[src/rtl/ov7670_frame_emulator.sv]
// OV7670-style camera source: drives cam_pclk/cam_vsync/cam_href/cam_data (RGB565, MSB byte first).
// Latency: start/continuous seen in IDLE at edge k -> busy, cam_vsync high at edge k+1; frame_done pulses 590 clk later (defaults).
// Backpressure: none; the source free-runs once a frame begins, start while busy is ignored.
//
// Ports:
//   clk, rst            - clock, asynchronous active-high reset
//   start, continuous   - single-frame request / free-running frames
//   pattern_sel, color_rgb565, plant_top, plant_bottom - pattern config, snapshotted at frame start
//   cam_pclk, cam_vsync, cam_href, cam_data           - emulated camera bus
//   busy, frame_done, frame_count                     - status
module ov7670_frame_emulator #(
    parameter int H_ACTIVE       = 16,
    parameter int V_ACTIVE       = 8,
    parameter int H_BLANK        = 4,
    parameter int VSYNC_W        = 3,
    parameter int V_BACK         = 2,
    parameter int V_FRONT        = 2,
    parameter bit VSYNC_ENVELOPE = 1'b1
) (
    input  logic        clk,
    input  logic        rst,
    input  logic        start,
    input  logic        continuous,
    input  logic [1:0]  pattern_sel,
    input  logic [15:0] color_rgb565,
    input  logic [7:0]  plant_top,
    input  logic [7:0]  plant_bottom,
    output logic        cam_pclk,
    output logic        cam_vsync,
    output logic        cam_href,
    output logic [7:0]  cam_data,
    output logic        busy,
    output logic        frame_done,
    output logic [7:0]  frame_count
);

    localparam int MAX_A = (VSYNC_W > V_BACK) ? VSYNC_W : V_BACK;
    localparam int MAX_B = (V_FRONT > H_BLANK) ? V_FRONT : H_BLANK;
    localparam int MAX_C = (MAX_A > MAX_B) ? MAX_A : MAX_B;
    localparam int MAX_P = (MAX_C > 2*H_ACTIVE) ? MAX_C : 2*H_ACTIVE;
    localparam int CNT_W = $clog2(MAX_P + 1);

    localparam logic [CNT_W-1:0] VSYNC_LAST  = CNT_W'(VSYNC_W - 1);
    localparam logic [CNT_W-1:0] VBACK_LAST  = CNT_W'(V_BACK - 1);
    localparam logic [CNT_W-1:0] HBLANK_LAST = CNT_W'(H_BLANK - 1);
    localparam logic [CNT_W-1:0] VFRONT_LAST = CNT_W'(V_FRONT - 1);
    localparam logic [9:0]       BYTE_LAST   = 10'(2*H_ACTIVE - 1);
    localparam logic [7:0]       ROW_LAST    = 8'(V_ACTIVE - 1);
    localparam logic [8:0]       PLANT_C0    = 9'(H_ACTIVE / 4);
    localparam logic [8:0]       PLANT_C1    = 9'(3*H_ACTIVE / 4);

    typedef enum logic [2:0] {
        S_IDLE, S_START, S_VSYNC, S_VBACK, S_LINE, S_HBLANK, S_VFRONT
    } state_t;

    state_t           state, nxt_state;
    logic [CNT_W-1:0] cnt, nxt_cnt;
    logic [7:0]       row, nxt_row;
    logic [9:0]       byte_idx, nxt_byte;
    logic             frame_end;

    logic [1:0]       cfg_pattern;
    logic [15:0]      cfg_color;
    logic [7:0]       cfg_top, cfg_bottom;

    logic [8:0]       col;
    logic [15:0]      pixel;
    logic             nxt_vsync, nxt_href;
    logic [7:0]       nxt_data;

    // Position of the next PCLK period; only consumed on period-start edges.
    always_comb begin
        nxt_state = state;
        nxt_cnt   = '0;
        nxt_row   = row;
        nxt_byte  = '0;
        frame_end = 1'b0;
        case (state)
            S_VSYNC: begin
                if (cnt == VSYNC_LAST) nxt_state = S_VBACK;
                else                   nxt_cnt   = cnt + CNT_W'(1);
            end
            S_VBACK: begin
                if (cnt == VBACK_LAST) begin
                    nxt_state = S_LINE;
                    nxt_row   = '0;
                end else begin
                    nxt_cnt = cnt + CNT_W'(1);
                end
            end
            S_LINE: begin
                if (byte_idx == BYTE_LAST) nxt_state = S_HBLANK;
                else                       nxt_byte  = byte_idx + 10'd1;
            end
            S_HBLANK: begin
                if (cnt == HBLANK_LAST) begin
                    if (row == ROW_LAST) begin
                        nxt_state = S_VFRONT;
                    end else begin
                        nxt_state = S_LINE;
                        nxt_row   = row + 8'd1;
                    end
                end else begin
                    nxt_cnt = cnt + CNT_W'(1);
                end
            end
            S_VFRONT: begin
                if (cnt == VFRONT_LAST) frame_end = 1'b1;
                else                    nxt_cnt   = cnt + CNT_W'(1);
            end
            default: ;
        endcase
    end

    // Pixel for the next byte position, from the frame's snapshotted config.
    always_comb begin
        col   = nxt_byte[9:1];
        pixel = cfg_color;
        case (cfg_pattern)
            2'd0: pixel = cfg_color;
            2'd1: begin
                // An inverted top/bottom pair never satisfies both bounds, so no plant.
                if (nxt_row >= cfg_top && nxt_row <= cfg_bottom &&
                    col >= PLANT_C0 && col < PLANT_C1)
                    pixel = 16'h07E0;
            end
            2'd2: pixel = {5'b0, nxt_row[5:0], 5'b0};
            default: pixel = {col[2] ? 5'h1F : 5'h00,
                              col[1] ? 6'h3F : 6'h00,
                              col[0] ? 5'h1F : 5'h00};
        endcase
        nxt_href  = (nxt_state == S_LINE);
        nxt_vsync = (nxt_state == S_VSYNC) ||
                    (VSYNC_ENVELOPE && (nxt_state == S_VBACK ||
                                        nxt_state == S_LINE  ||
                                        nxt_state == S_HBLANK));
        nxt_data  = nxt_href ? (nxt_byte[0] ? pixel[7:0] : pixel[15:8]) : 8'h00;
    end

    always_ff @(posedge clk or posedge rst) begin
        if (rst) begin
            state       <= S_IDLE;
            cnt         <= '0;
            row         <= '0;
            byte_idx    <= '0;
            cfg_pattern <= '0;
            cfg_color   <= '0;
            cfg_top     <= '0;
            cfg_bottom  <= '0;
            cam_pclk    <= 1'b0;
            cam_vsync   <= 1'b0;
            cam_href    <= 1'b0;
            cam_data    <= '0;
            busy        <= 1'b0;
            frame_done  <= 1'b0;
            frame_count <= '0;
        end else begin
            frame_done <= 1'b0;
            case (state)
                S_IDLE: begin
                    if (start || continuous) begin
                        cfg_pattern <= pattern_sel;
                        cfg_color   <= color_rgb565;
                        cfg_top     <= plant_top;
                        cfg_bottom  <= plant_bottom;
                        state       <= S_START;
                    end
                end
                S_START: begin
                    state     <= S_VSYNC;
                    cnt       <= '0;
                    row       <= '0;
                    byte_idx  <= '0;
                    busy      <= 1'b1;
                    cam_vsync <= 1'b1;
                    cam_pclk  <= 1'b0;
                    cam_href  <= 1'b0;
                    cam_data  <= '0;
                end
                default: begin
                    if (!cam_pclk) begin
                        // Second half of a PCLK period: bus held stable across the rising edge.
                        cam_pclk <= 1'b1;
                    end else if (frame_end) begin
                        frame_done  <= 1'b1;
                        frame_count <= frame_count + 8'd1;
                        cnt         <= '0;
                        row         <= '0;
                        byte_idx    <= '0;
                        cam_pclk    <= 1'b0;
                        cam_href    <= 1'b0;
                        cam_data    <= '0;
                        if (continuous) begin
                            // Back-to-back frame: VSYNC starts on this same edge.
                            cfg_pattern <= pattern_sel;
                            cfg_color   <= color_rgb565;
                            cfg_top     <= plant_top;
                            cfg_bottom  <= plant_bottom;
                            state       <= S_VSYNC;
                            cam_vsync   <= 1'b1;
                        end else begin
                            state     <= S_IDLE;
                            cam_vsync <= 1'b0;
                            busy      <= 1'b0;
                        end
                    end else begin
                        state     <= nxt_state;
                        cnt       <= nxt_cnt;
                        row       <= nxt_row;
                        byte_idx  <= nxt_byte;
                        cam_pclk  <= 1'b0;
                        cam_vsync <= nxt_vsync;
                        cam_href  <= nxt_href;
                        cam_data  <= nxt_data;
                    end
                end
            endcase
        end
    end

endmodule
[config.mk]
export PLATFORM = sky130hd
export DESIGN_NAME = ov7670_frame_emulator
export DESIGN_NICKNAME = d
export VERILOG_FILES = /design/src/rtl/ov7670_frame_emulator.sv
export SDC_FILE = /design/constraint.sdc
export NUM_CORES = 1
export LEC_CHECK = 0
export ABC_AREA = 1
export ABC_CLOCK_PERIOD_IN_PS = 6800
export CAP_MARGIN = 20
export CORE_MARGIN = 5
export CORE_UTILIZATION = 61
export DETAILED_ROUTE_END_ITERATION = 8
export PLACE_DENSITY = 0.95
export SLEW_MARGIN = 20
export SYNTH_ARGS = -nofsm -noshare
export SYNTH_HDL_FRONTEND = slang
export SYNTH_SLANG_ARGS = --single-unit
[constraint.sdc]
create_clock -name clk -period 6.8 [get_ports clk]
set_clock_uncertainty 0.1 [all_clocks]
set_input_delay 1.02 -clock clk [delete_from_list [all_inputs] [get_ports clk]]
set_output_delay 1.02 -clock clk [all_outputs]
set_load 0.005 [all_outputs]
==> results of run 1 <==
## through the flow
step           cell area [sq um]  std cells  hold WS (ns)
2_1_floorplan               4961        646        0.3647
3_3_place_gp                5593        792        0.3601
3_5_place_dp                5593        792        0.3656
4_1_cts                     5858        808        0.3853
5_1_grt                     5867        808        0.4205
6_report                    5867        808        0.3822
## worst max path at each step
stage | to | slack [ns]
3_5_place_dp | cam_data[6]$_DFFE_PP0P_ | 3.39
2_1_floorplan | busy$_DFFE_PP0P_ | 3.57
3_3_place_gp | cam_data[1]$_DFFE_PP0P_ | 3.60
5_1_grt | cam_data[6]$_DFFE_PP0P_ | 2.97
4_1_cts | cam_data[0]$_DFFE_PP0P_ | 3.38
6_report | cam_data[0]$_DFFE_PP0P_ | 3.31
## layout by cell type, fill, tap and decap left out, drive strengths merged, types with 22 or more instances in the layout
master,count
a21oi,48
clkdlybuf4s50,58
dfrtp,82
ha,22
inv,93
nand2,154
nand3,41
nor2,76
o21ai,56
## Yosys cell counts, types with 2 or more instances
master	number	share of area (%)
nand2_1	147	11
dfrtp_1	82	41
inv_1	82	6.2
nor2_1	67	5.1
o21ai_0	48	4.8
a21oi_1	47	4.7
nand3_1	31	3.1
ha_1	22	5.5
inv_2	10	0.76
nand3_2	10	2.0
xor2_1	10	1.8
o22ai_1	9	1.1
clkbuf_1	8	0.61
nand2_2	7	0.88
nor3_1	7	0.71
nand4_1	6	0.76
o21ai_1	6	0.61
nor2_4	5	1.1
buf_2	4	0.40
mux2_2	4	0.91
mux2_4	4	1.2
nor2_2	4	0.50
a21boi_0	3	0.45
buf_6	3	0.68
nor3_2	2	0.40
o21a_1	2	0.30
o21ai_2	2	0.35
or2_2	2	0.25
## sequential cells by signal, indices dropped and copies added, names as in the netlist, 2 cells and up
name and cells:
cam_data 8, cfg_top 8, state 3, cnt 6
cfg_pattern 2, byte_idx 10, cfg_bottom 8, row 8
frame_count 8, cfg_color 16
## metal layers
layer / GRT usage [%] / wire (um)
met1: 30.54 / 4810
met2: 43.22 / 6312
met5: 0 / 0
met4: 10.05 / 297
met3: 4.934 / 912
## layout make-up
| type | instances | area [sq um] |
|---|---|---|
| Clock buffer | 10 | 127.6 |
| Fill cell | 541 | 1941 |
| Timing Repair Buffer | 59 | 591.8 |
| Sequential cell | 82 | 2052 |
| Tap cell | 102 | 127.6 |
| Clock inverter | 6 | 137.6 |
| Inverter | 93 | 350.3 |
| Multi-Input combinational cell | 456 | 2480 |
## power breakdown
part	switching, mW	total, mW	internal [mW]
combinational	0.733	1.14	0.408
sequential	0.117	0.764	0.647
clock	0.181	0.464	0.283
## logic make-up after synthesis
logic type	share of synthesized area, %
simple gates	26.61
compound gates	13.67
buf+inv	8.752
flops	41.36
fa+ha+maj	5.548
xor+xnor	1.942
mux	2.119
==> load_flow_metrics.sql, run 1 <==
INSERT INTO impl_metrics (metric_group, metric, value, unit) VALUES
('status', 'outcome', 'finished clean', ''),
('pwr', 'power.density', '403.9', 'mW/mm^2'),
('global_route', 'grt_start_max_net_pins', '83', ''),
('drt', 'drt-wirelength-per-cell', '15.26', 'um'),
('clock_tree', 'cts.root.buffer_cell', 'clkbuf_8', ''),
('worst_setup_path', 'reg2reg_setup_slack', '3.31', 'ns'),
('timing', 'max_freq', '286.2', 'MHz'),
('yosys', 'synth.ff_latch_count', '82', ''),
('worst_setup_path', 'critPathLaunchType', 'register', ''),
('floorplan', 'initial_cell_density_of_the_core', '63.54', '%'),
('floorplan', 'core.rowCount', '32', ''),
('pwr', 'static-leakage-power', '2.920', 'nW'),
('floorplan', 'die_area', '0.01004', 'sq mm'),
('worst_setup_path', 'worst-path-max-fanout', '6', ''),
('worst_hold_path', 'min_path_cells', '1', ''),
('worst_setup_path', 'capture_point_of_the_worst_reg_to_reg_path', 'cam_data[0]$_DFFE_PP0P_', ''),
('worst_setup_path', 'crit_path_start', 'cnt[2]$_DFFE_PP0P_', ''),
('worst_setup_path', 'cp_num_cells', '21', ''),
('worst_setup_path', 'worst_path_max_delay_cell', 'dfrtp_1', ''),
('worst_hold_path', 'startpoint_of_the_lowest_slack_hold_path', 'frame_count[7]$_DFFE_PP0P_', ''),
('placement', 'portBuffers', '58', ''),
('clock_tree', 'clock_insertion_delay_at_the_later_pin_of_the_skew_report', '0.36', 'ns'),
('yosys', 'synth_sequential_area_ratio', '41.36', '%'),
('timing', 'timing.final.crit_period', '3.494', 'ns'),
('drt', 'dr_drc_count', '0', ''),
('worst_hold_path', 'timing.hold.worst_endpoint', 'frame_count[7]$_DFFE_PP0P_', ''),
('worst_hold_path', 'min-delay-path-class', 'register to register', ''),
('global_route', 'grt_pass1_wl', '20290', 'um'),
('yosys', 'gate_count_after_technology_mapping', '646', ''),
('yosys', 'avgSynthCellArea', '7.680', 'sq um'),
('global_route', 'grt_antenna_before_repair', '0', ''),
('worst_setup_path', 'timing.critical_path.mode_cell', 'nand2_1', ''),
('worst_setup_path', 'cpPeakStageDelay', '0.42', 'ns'),
('drt', 'firstDrtPassIters', '8', ''),
('worst_setup_path', 'worst_r2r_startpoint', 'cnt[2]$_DFFE_PP0P_', ''),
('cells_and_area', 'post_route_cells_drive_above_1_share', '10.20', '%'),
('worst_setup_path', 'worst-r2r-cell-count', '21', ''),
('yosys', 'ys_async_sr_fraction', '100.0', '%'),
('clock_tree', 'post-cts-setup-buffer-count', '0', ''),
('floorplan', 'core-area', '0.007807', 'sq mm'),
('timing', 'period_utilization', '51.38', '%'),
('yosys', 'mappedNetlistNets', '706', ''),
('worst_setup_path', 'critical_path.n_buffers_inverters', '0', ''),
('worst_setup_path', 'timing.critical_path.required', '6.92', 'ns'),
('worst_setup_path', 'crit_type', 'register to register', ''),
('clock_tree', 'tritoncts_num_sinks', '82', ''),
('floorplan', 'die_h', '100.2', 'um'),
('global_route', 'grt_pass1_vias', '4530', ''),
('pwr', 'peakVddDrop', '0.0001961', 'V'),
('placement', 'place_hpwl', '8879', 'um'),
('yosys', 'syn_area', '0.004961', 'sq mm'),
('drt', 'num_vias', '4676', ''),
('timing', 'maxSlewHeadroom', '37.48', '%'),
('timing', 'setup-violations-final', '0', ''),
('clock_tree', 'clk_pin_slew', '0.09', 'ns'),
('worst_setup_path', 'cp_top_family', 'simple AND/OR/NAND/NOR gates', ''),
('worst_setup_path', 'critPathCaptureType', 'register', ''),
('clock_tree', 'cts_tree', 'yes', ''),
('worst_setup_path', 'critical_path.cell_chain', 'nor2_2 > nand3_2 > nor2_1 > nand2_1 > nor3_1 > nand2_1 > xor2_1 > nand2_1 > o21ai_0 > ha_1 > nand2_1 > nor2_1 > nand4_1 > nand3_1 > nand4_1 > nand2_1 > nand2_1 > nand2_1 > nand2_1 > nand2_1 > a21oi_2', ''),
('global_route', 'grt_overflow', '0', ''),
('drt', 'antenna_violating_nets_post_route', '0', ''),
('cells_and_area', 'layout_overhead_on_the_synthesized_area', '18.26', '%'),
('global_route', 'gr-usage-all-layers', '24.98', '%'),
('pwr', 'total_power', '2.370', 'mW'),
('yosys', 'ys.warnings.count', '0', ''),
('run', 'count_of_max_cap_constraint_violations', '0', ''),
('cells_and_area', 'number_of_antenna_repair_diodes', '0', ''),
('drt', 'totalWireLength', '12330', 'um'),
('timing', 'finalWorstSetupSlack', '3.306', 'ns'),
('placement', 'dp_worst_setup_slack', '3.391', 'ns'),
('drt', 'dr.first_iter.drc_count', '413', '');
Power figures use the tool's default switching activity.
==> run 2: changes to the inputs <==
ABC_CLOCK_PERIOD_IN_PS = 3400   (was 6800)
CORE_UTILIZATION = 57   (was 61)
PLACE_DENSITY = 0.9   (was 0.95)
clock period = 3.4 ns   (was 6.8 ns; I/O delays follow)
==> run 2 against run 1 <==
Against the previous run: critical endpoint is now cam_data[6]$_DFFE_PP0P_; die area grew 6.3%; core utilization shrank 4.0 points; flip-flop and latch count is the same.
==> load_flow_metrics.sql, run 2 (synthesis results as in run 1) <==
INSERT INTO impl_metrics (metric_group, metric, value, unit) VALUES
('cells_and_area', 'largest_registers_ranked_by_flip_flop_count', 'cfg_color x16, byte_idx x10', ''),
('drt', 'antenna_violating_nets_post_route', '0', ''),
('drt', 'totalWireLength', '12550', 'um'),
('cells_and_area', 'number_of_flip_flops_in_the_largest_register', '16', ''),
('floorplan', 'initial_cell_density_of_the_core', '57.73', '%'),
('worst_setup_path', 'worst_r2r_startpoint', 'cnt[5]$_DFFE_PP0P_', ''),
('timing', 'unrepaired_setup_endpoints_after_global_routing', 'yes', ''),
('pwr', 'peakVddDrop', '0.0004246', 'V'),
('worst_setup_path', 'capture_point_of_the_worst_reg_to_reg_path', 'cam_data[6]$_DFFE_PP0P_', ''),
('pwr', 'p_sw_share', '44.97', '%'),
('global_route', 'grt_pass1_vias', '4509', ''),
('clock_tree', 'tritoncts_num_sinks', '82', ''),
('timing', 'period_utilization', '98.16', '%'),
('timing', 'setup_total_negative_slack', '0', 'ns'),
('timing', 'timing.final.crit_period', '3.337', 'ns'),
('timing', 'worstMarginPinSlew', '0.7090', 'ns'),
('status', 'outcome', 'finished clean', ''),
('timing', 'maxSlewHeadroom', '52.56', '%'),
('pwr', 'static-leakage-power', '3.039', 'nW'),
('worst_hold_path', 'timing.hold.worst_endpoint', 'frame_count[7]$_DFFE_PP0P_', ''),
('worst_setup_path', 'reg2reg_setup_slack', '0.06', 'ns'),
('worst_hold_path', 'startpoint_of_the_lowest_slack_hold_path', 'frame_count[7]$_DFFE_PP0P_', ''),
('timing', 'slew_violations', '0', ''),
('drt', 'route.detailed.vias_per_inst', '5.650', ''),
('worst_setup_path', 'timing.critical_path.required', '3.56', 'ns'),
('cells_and_area', 'num-nets-final', '782', ''),
('global_route', 'grt_pass1_wl', '20460', 'um'),
('worst_setup_path', 'worst-path-max-fanout', '5', ''),
('cells_and_area', 'largest-register', 'cfg_color', ''),
('global_route', 'grt_overflow', '0', ''),
('clock_tree', 'cts.root.buffer_cell', 'clkbuf_8', ''),
('worst_setup_path', 'worst_ep_arrival_time', '3.50', 'ns'),
('clock_tree', 'total_clock_buffers_created_by_cts', '9', ''),
('worst_setup_path', 'critical_path.cell_chain', 'inv_1 > nand2_2 > inv_2 > nand3_4 > nor2_4 > nand2_4 > nor3_4 > nand2_1 > xor2_1 > nand2_1 > o21ai_2 > ha_1 > nand2_2 > a21oi_1 > nor2_1 > nand2_1 > nand2_2 > nand2_2 > nor2_4 > nand4_1 > nand3_1 > a21boi_0 > o21ai_1 > nand2_1', ''),
('worst_setup_path', 'crit_path_start', 'cnt[5]$_DFFE_PP0P_', ''),
('worst_setup_path', 'critPathLaunchType', 'register', ''),
('cells_and_area', 'post_route_cells_drive_above_1_share', '16.37', '%'),
('clock_tree', 'cts_tree', 'yes', ''),
('clock_tree', 'ctsHoldBuffers', '0', ''),
('cells_and_area', 'layout_common_cells', '139 x nand2_1, 79 x inv_1, 78 x dfrtp_1', ''),
('drt', 'drt-wirelength-per-cell', '15.03', 'um'),
('worst_hold_path', 'min_path_cells', '1', ''),
('pwr', 'power.density', '768.3', 'mW/mm^2'),
('worst_setup_path', 'critPathCaptureType', 'register', ''),
('floorplan', 'core.rowCount', '34', ''),
('worst_setup_path', 'cpPeakStageDelay', '0.38', 'ns'),
('pwr', 'total_power', '4.700', 'mW'),
('pwr', 'seqPwrFrac', '32.6', '%'),
('clock_tree', 'clock_path_buffers', '2', ''),
('cells_and_area', 'number_of_antenna_repair_diodes', '0', ''),
('floorplan', 'die_w', '103.3', 'um'),
('drt', 'dr_drc_count', '0', ''),
('global_route', 'grt_start_max_net_pins', '47', ''),
('worst_setup_path', 'worst_path_max_delay_cell', 'dfrtp_1', ''),
('drt', 'firstDrtPassIters', '7', ''),
('drt', 'num_vias', '4718', ''),
('timing', 'hold_viol_final', '0', ''),
('timing', 'setup-violations-final', '0', ''),
('cells_and_area', 'final.fill_count', '655', ''),
('drt', 'dr.first_iter.drc_count', '315', ''),
('placement', 'post_place_instance_area', '0.005659', 'sq mm'),
('clock_tree', 'clock_insertion_delay_at_the_later_pin_of_the_skew_report', '0.37', 'ns'),
('pwr', 'clock_power_share', '15.9', '%'),
('cells_and_area', 'final_design_area_no_fill', '0.006117', 'sq mm'),
('run', 'count_of_max_cap_constraint_violations', '0', ''),
('global_route', 'grt_antenna_before_repair', '0', ''),
('timing', 'hold_ws', '0.3804', 'ns'),
('placement', 'portBuffers', '58', ''),
('floorplan', 'count_of_pins_on_the_block_boundary', '59', ''),
('cells_and_area', 'layout_overhead_on_the_synthesized_area', '23.30', '%'),
('floorplan', 'die_h', '103.3', 'um'),
('pwr', 'p_comb_share', '51.5', '%'),
('timing', 'max_freq', '299.6', 'MHz'),
('clock_tree', 'cts.htree.levels', '3', ''),
('pwr', 'p_sw', '2.114', 'mW'),
('worst_setup_path', 'crit_type', 'register to register', ''),
('pwr', 'cell_internal_pwr', '2.586', 'mW'),
('global_route', 'gr-usage-all-layers', '24.11', '%'),
('floorplan', 'core-area', '0.008593', 'sq mm'),
('placement', 'place_hpwl', '8711', 'um'),
('worst_hold_path', 'min-delay-path-class', 'register to register', ''),
('placement', 'place.gp.congestion', '0.9657', ''),
('clock_tree', 'clk_pin_slew', '0.09', 'ns'),
('cells_and_area', 'layout_commonest_cell', 'nand2_1', ''),
('worst_setup_path', 'worst-r2r-cell-count', '24', ''),
('floorplan', 'die_area', '0.01067', 'sq mm');
[run 2: final cells by class]
class | instances | area, sq um | share of cell area [%]
well taps | 108 | 135.1 | 2.209
flip-flops and latches | 82 | 2057 | 33.63
repair buffers | 80 | 758.2 | 12.40
inverters | 93 | 354.1 | 5.789
clock buffers | 11 | 141.4 | 2.311
clock inverters | 5 | 62.56 | 1.023
multi-input cells | 456 | 2609 | 42.65
[run 2: power groups by stage]
stage	combinational, mW	clock (mW)	sequential [mW]
global route	2.73	0.796	1.56
global placement	2.14	0	1.51
CTS	2.27	0.746	1.52
floorplan	1.71	0	1.46
detailed placement	2.24	0	1.53
finish	2.42	0.748	1.53
[run 2: repair_timing]
action | CTS | global route
buffers inserted | 0 | 15
resized for setup | 4 | 47
pin swaps | 0 | 22
endpoints found under the setup margin | 6 | 8
[run 2: layer usage]
| metal | routed length, um | share of wire, % | vias to the layer above | track usage [%] |
|---|---|---|---|---|
| li1 | - | - | 2241 | - |
| met1 | 5178 | 41 | 2231 | 31.03 |
| met2 | 6130 | 49 | 205 | 39.66 |
| met3 | 839 | 6.7 | 41 | 5.433 |
| met4 | 403 | 3.2 | 0 | 9.462 |
| met5 | 0 | 0 | - | 0 |
[run 2: per-stage QoR]
step / setup slack [ns] / instances / utilization (%)
after floorplan: 0.4354 / 646 / -
after global placement: 0.1996 / 804 / 65.86
after detailed placement: -0.04801 / 804 / 65.86
after CTS: 0.005449 / 820 / 68.39
after global routing: -0.1121 / 835 / 71.19
final: 0.06270 / 835 / 71.19
[run 2: worst max path at each step]
stage | end | slack, ns
floorplan | cam_data[1]$_DFFE_PP0P_ | 0.44
global placement | cam_data[1]$_DFFE_PP0P_ | 0.20
detailed placement | cam_data[6]$_DFFE_PP0P_ | -0.05
CTS | cam_data[6]$_DFFE_PP0P_ | 0.005
global route | cam_data[7]$_DFFE_PP0P_ | -0.11
finish | cam_data[6]$_DFFE_PP0P_ | 0.06
[run 2: worst max-delay path: cells and delay by family, from the launching register on]
kind                       cells  cell delay [ns]
AOI/OAI and AO/OA              4             0.39
DFF                            1             0.38
and+or+nand+nor               16             1.71
buffers and inverters          2             0.17
adders and majority gates      1             0.34
xor gates and xnor gates       1             0.15
==> run 3: changes to the inputs <==
CTS_CLUSTER_DIAMETER = 40   (was default)
==> results of run 3 <==
Final layout, timing and power as in run 2 (identical DEF).
